--- src/rtl/div_unit.sv ---
// ============================================================================
// Module   : div_unit
// Brief    : Iterative restoring divider (DIV/DIVU) with annul, {rem, quo} out
// Revision : 1.0
// ============================================================================
`default_nettype none

module div_unit #(
   parameter int WIDTH = 32,
   parameter int CNT_W = 6
) (
   input  logic               clk,
   input  logic               rst,
   input  logic               start_i,
   input  logic               annul_i,
   input  logic               signed_div_i,
   input  logic [WIDTH-1:0]   opdata1_i,
   input  logic [WIDTH-1:0]   opdata2_i,
   output logic [2*WIDTH-1:0] result_o,
   output logic               ready_o
);

   localparam logic [CNT_W-1:0] c_last_cnt = CNT_W'(WIDTH);

   typedef enum logic [1:0] {
      FREE   = 2'd0,
      BYZERO = 2'd1,
      ON     = 2'd2,
      END    = 2'd3
   } state_t;

   state_t             r_state, w_state_nxt;
   logic [CNT_W-1:0]   r_cnt, w_cnt_nxt;
   logic [WIDTH-1:0]   r_quo, w_quo_nxt;       // dividend in, quotient out
   logic [WIDTH-1:0]   r_rem, w_rem_nxt;
   logic [WIDTH-1:0]   r_dvs, w_dvs_nxt;
   logic               r_sign1, w_sign1_nxt;
   logic               r_sign2, w_sign2_nxt;
   logic               r_signed, w_signed_nxt;
   logic [2*WIDTH-1:0] w_result_nxt;
   logic               w_ready_nxt;

   logic [WIDTH:0]     w_shift;
   logic [WIDTH:0]     w_diff;
   logic [WIDTH-1:0]   w_quo_fix;
   logic [WIDTH-1:0]   w_rem_fix;

   // Shifted partial remainder can reach 2*divisor-1, so one extra bit is kept
   assign w_shift   = {r_rem, r_quo[WIDTH-1]};
   assign w_diff    = w_shift - {1'b0, r_dvs};
   assign w_quo_fix = (r_signed && (r_sign1 ^ r_sign2)) ? (~r_quo + 1'b1) : r_quo;
   assign w_rem_fix = (r_signed && r_sign1) ? (~r_rem + 1'b1) : r_rem;

   always_ff @(posedge clk) begin
      if (rst) begin
         r_state  <= FREE;
         r_cnt    <= '0;
         r_quo    <= '0;
         r_rem    <= '0;
         r_dvs    <= '0;
         r_sign1  <= 1'b0;
         r_sign2  <= 1'b0;
         r_signed <= 1'b0;
         result_o <= '0;
         ready_o  <= 1'b0;
      end else begin
         r_state  <= w_state_nxt;
         r_cnt    <= w_cnt_nxt;
         r_quo    <= w_quo_nxt;
         r_rem    <= w_rem_nxt;
         r_dvs    <= w_dvs_nxt;
         r_sign1  <= w_sign1_nxt;
         r_sign2  <= w_sign2_nxt;
         r_signed <= w_signed_nxt;
         result_o <= w_result_nxt;
         ready_o  <= w_ready_nxt;
      end
   end

   always_comb begin
      w_state_nxt  = r_state;
      w_cnt_nxt    = r_cnt;
      w_quo_nxt    = r_quo;
      w_rem_nxt    = r_rem;
      w_dvs_nxt    = r_dvs;
      w_sign1_nxt  = r_sign1;
      w_sign2_nxt  = r_sign2;
      w_signed_nxt = r_signed;
      w_result_nxt = result_o;
      w_ready_nxt  = ready_o;

      unique case (r_state)
         FREE: begin
            w_result_nxt = '0;
            w_ready_nxt  = 1'b0;
            if (start_i && !annul_i) begin
               if (opdata2_i == '0) begin
                  w_state_nxt = BYZERO;
               end else begin
                  w_state_nxt  = ON;
                  w_cnt_nxt    = '0;
                  w_rem_nxt    = '0;
                  w_signed_nxt = signed_div_i;
                  w_sign1_nxt  = opdata1_i[WIDTH-1];
                  w_sign2_nxt  = opdata2_i[WIDTH-1];
                  w_quo_nxt    = (signed_div_i && opdata1_i[WIDTH-1]) ?
                                 (~opdata1_i + 1'b1) : opdata1_i;
                  w_dvs_nxt    = (signed_div_i && opdata2_i[WIDTH-1]) ?
                                 (~opdata2_i + 1'b1) : opdata2_i;
               end
            end
         end

         BYZERO: begin
            if (annul_i) begin
               w_state_nxt = FREE;
            end else begin
               w_state_nxt  = END;
               w_result_nxt = '0;
               w_ready_nxt  = 1'b1;
            end
         end

         ON: begin
            if (annul_i) begin
               w_state_nxt  = FREE;
               w_result_nxt = '0;
               w_ready_nxt  = 1'b0;
            end else if (r_cnt != c_last_cnt) begin
               if (!w_diff[WIDTH]) begin
                  w_rem_nxt = w_diff[WIDTH-1:0];
                  w_quo_nxt = {r_quo[WIDTH-2:0], 1'b1};
               end else begin
                  w_rem_nxt = w_shift[WIDTH-1:0];
                  w_quo_nxt = {r_quo[WIDTH-2:0], 1'b0};
               end
               w_cnt_nxt = r_cnt + 1'b1;
            end else begin
               w_state_nxt  = END;
               w_result_nxt = {w_rem_fix, w_quo_fix};
               w_ready_nxt  = 1'b1;
            end
         end

         END: begin
            if (!start_i) begin
               w_state_nxt  = FREE;
               w_result_nxt = '0;
               w_ready_nxt  = 1'b0;
            end
         end

         default: w_state_nxt = FREE;
      endcase
   end

endmodule

`default_nettype wire
--- config.mk ---
export PLATFORM = sky130hd
export DESIGN_NAME = div_unit
export DESIGN_NICKNAME = d
export VERILOG_FILES = /design/src/rtl/div_unit.sv
export SDC_FILE = /design/constraint.sdc
export NUM_CORES = 1
export LEC_CHECK = 0
export CAP_MARGIN = 15
export CELL_PAD_IN_SITES_DETAIL_PLACEMENT = 0
export CELL_PAD_IN_SITES_GLOBAL_PLACEMENT = 2
export CORE_MARGIN = 5
export CORE_UTILIZATION = 36
export DETAILED_ROUTE_END_ITERATION = 10
export PLACE_DENSITY = 0.95
export SLEW_MARGIN = 5
export SYNTH_ARGS = -nofsm -noshare
export SYNTH_HDL_FRONTEND = slang
export SYNTH_SLANG_ARGS = --single-unit
--- constraint.sdc ---
create_clock -name clk -period 8.3 [get_ports clk]
set_input_delay 1.245 -clock clk [delete_from_list [all_inputs] [get_ports clk]]
set_output_delay 1.245 -clock clk [all_outputs]
set_load 0.01 [all_outputs]
==> metrics list <==
- The flow ran to the end, and the final reports show no timing, DRC or antenna violations.
- Setup repair after global routing missed its margin: no
* Clock Latency Late Sink: 430 ps
- Row generation in the floorplan step produced 63 rows.
- #FFs+latches synth: roughly 170
- Via count of the first global-routing pass: 9453
* Routability congestion estimate: 0.869
- Share of the synthesized area in the top cell type: 31.5%
- By instance count, the leading cell after synthesis is nor2_1.
- Counting distinct cell types in the post-synthesis netlist gives 75.
- Critical Path End Type: flip-flop
- Most instantiated flip-flop cell in the synthesis netlist: dfxtp_1
* Width of the chip: 184 µm
- Final Power: 2.88 mW
- By area the synthesized netlist is led by dfxtp_1 31%, nor2_1 6.8%, xnor2_1 6.2%, xor2_1 5.8%, ha_1 4.9%.
- Each instance of the synthesized netlist takes up on average slightly below 8 µm².
- After layout, the minimum clock period comes to 4590 ps.
- Largest net degree at the start of global routing: 87
* GRT Resource Usage Total: roughly 18%
* Violation count after the first detailed-routing iteration: 770
- The worst pin sits at a relative slew slack of 27.5%.
- The routed layout has 10.1k vias.
* Root Driver: clkbuf_16
- Input/output buffers: 133
* Height of the die: 184 µm
- The die covers 0.0340 mm².
- Dividing total power by cell area gives a power density of 220 mW/mm².
- Final worst path period share: 55.3%
- Boundary pin count: 134
* Starting utilization of the core area: 36.7%
- Fraction of synthesis flops using an asynchronous set or reset pin: 0%
- Antenna violations before repair: 0
- Dividing the detail-routed via count by the number of cells gives 5.35.
- Across the VDD grid, the largest voltage drop is approximately 0.12 mV.
* DP HPWL: 22.8 mm
- Summed over all failing endpoints, the final setup total negative slack is 0 ps.
* Fraction of layout cells with a size suffix above 1: 3.99%
- Wire length of the first global-routing pass: roughly 50 mm
* Worst Path Required: 8580 ps
- Max frequency: 218 MHz
- Hold-fix buffers, CTS: 0
* Switching part of the total: approximately 39%
* Max-slew violations: 0
- The worst hold path belongs to the class flip-flop to flip-flop.
* Yosys synthesis warning count: 0
* WL per Instance: 16.2 µm
- Counting every instance in the synthesized netlist gives 1406.
- Number of failing hold endpoints at the final stage: 0
- The internal power of the cells totals 1.77 mW.
- Post-synth top area cell: dfxtp_1
- Share of power burned in the clock network: 27.8%
- In this run the worst path has a maximum fanout of 60.
* H-tree depth reported by CTS: 4
- Router iterations before antenna repair: 6
- The number of gates resized after CTS was 0.
- Number of enable-type register cells in the synthesized netlist: 0
- STA classifies the critical path startpoint as an input port.
- 0 antenna diodes ended up in the layout.
* TritonCTS clock tree: built
- Antenna viol nets, final: 0
- Post-Route WL: roughly 30 mm
- The analysis attributes to cell leakage a power of around 5 nW.
* Post-synth net total: 1519
- Least-Margin Pin Slew: between 1000 and 1500 ps
* Largest clock skew in the final design: 10.2 ps
* Growth of design area from synthesis to finish: 19.3%
* Residual DRC count: 0
- Number of clock buffers inserted by TritonCTS: 17
- Setup violations remaining at the end of the flow were counted as 0.
* Gate power share: 38.0%
* Arrival @ worst endpoint: 4860 ps
- Buffers from clock root to sink, at most: 2
- Sw power: 1.11 mW
* Global-route congestion overflow total: 0
* Clock transition time at the flip-flop clock pins of the worst setup and hold paths: 70 ps
- In the synthesized netlist, the cells that appear most often are 198 x nor2_1, 172 x dfxtp_1, 137 x nand2_1.
- In the final design database the tool counted ~1.6k nets.
- The total area inside the core boundary comes to 0.0298 mm².
- The clock drives 172 sinks.
- Of the total power, registers draw 34.1%.
- Part of the Yosys area used for sequential elements: 31.5%
* Post-CTS Setup Bufs: 0
* Critical setup path kind: input port to flip-flop
* Number of maximum-capacitance constraint violations: 0
- Netlist Area Pre-Place: 0.0109 mm²
-- area by class of cell --
class,count,area (µm²)
fill,3019,16700
clock buffer,23,468
multi-input combinational,1100,6950
sequential,172,3440
timing repair buffer,140,1380
tap,390,488
inverter,58,218
clock inverter,9,111
-- per-layer routing --
| metal | vias to the layer above | global-route usage, % | wire length (µm) |
|---|---|---|---|
| met5 | - | 0 | 0 |
| met4 | 0 | 3.49 | 238 |
| met3 | 19 | 2.82 | 1600 |
| met2 | 231 | 25.9 | 12800 |
| met1 | 4700 | 27.7 | 16000 |
| li1 | 5173 | - | - |
-- metrics by stage --
step / utilization [%] / hold slack [ps] / worst slack [ps] / std cells / area (µm²)
after floorplan: - / 432 / 4650 / 1406 / 10900
after global placement: 41.9 / 444 / 3350 / 1860 / 12500
after detailed placement: 41.9 / 454 / 3230 / 1860 / 12500
after CTS: 43.8 / 463 / 3690 / 1892 / 13100
after global routing: 43.8 / 492 / 3250 / 1892 / 13100
final: 43.8 / 459 / 3710 / 1892 / 13100
-- worst max-delay path: stages --
cell	delay, ps
clkdlybuf4s50_1	490
nor4_1	680
nand3_1	390
nor4_4	470
nand3_2	170
nand2_1	110
or2_2	100
buf_4	440
nor2_1	320
a222oi_1	370
nor2_1	70
-- worst paths after layout --
| kind | start | endpoint | slack (ps) | depth (start not counted) |
|---|---|---|---|---|
| max | opdata2_i[2] | r_quo[5]$_SDFFE_PP0P_ | 3710 | 11 |
| min | r_dvs[30]$_SDFFE_PP0P_ | r_dvs[30]$_SDFFE_PP0P_ | 460 | 2 |
| max reg2reg | r_rem[4]$_SDFFE_PP0P_ | r_rem[1]$_SDFFE_PP0P_ | 4240 | 10 |
| min reg2reg | r_dvs[30]$_SDFFE_PP0P_ | r_dvs[30]$_SDFFE_PP0P_ | 460 | 2 |
-- sequential cells by signal (all words and copies together), names as in the netlist --
register  flops
r_cnt         6
r_sign1       1
r_dvs        32
r_signed      1
ready_o       1
r_rem        32
r_quo        32
result_o     64
r_sign2       1
r_state       2
-- power groups by stage --
stage / clock [mW] / sequential, mW / combinational (mW)
after CTS: 0.822 / 0.981 / 1.09
final: 0.800 / 0.982 / 1.09
after floorplan: 0 / 0.973 / 0.841
after detailed placement: 0 / 1.00 / 1.08
after global placement: 0 / 0.998 / 1.07
after global routing: 0.857 / 0.994 / 1.22
-- cell families after synthesis --
| kind of cell | synth area share (%) |
|---|---|
| and+or+nand+nor | 19.9 |
| AOI/OAI and AO/OA | 23.9 |
| DFF | 31.5 |
| xor gates and xnor gates | 12.0 |
| buffers and inverters | 5.27 |
| adders and majority gates | 5.10 |
| muxes | 2.38 |
-- cell usage in the layout (no fill, tap or decap), types with 33 or more instances in the layout --
cell	instances
o21ai_0	97
ha_1	43
a21oi_1	97
a211oi_1	33
inv_1	58
nand2_1	137
clkdlybuf4s50_1	132
nor2_1	198
a22oi_1	66
xor2_1	71
xnor2_1	78
dfxtp_1	172
(Power assumes the default switching activity.)
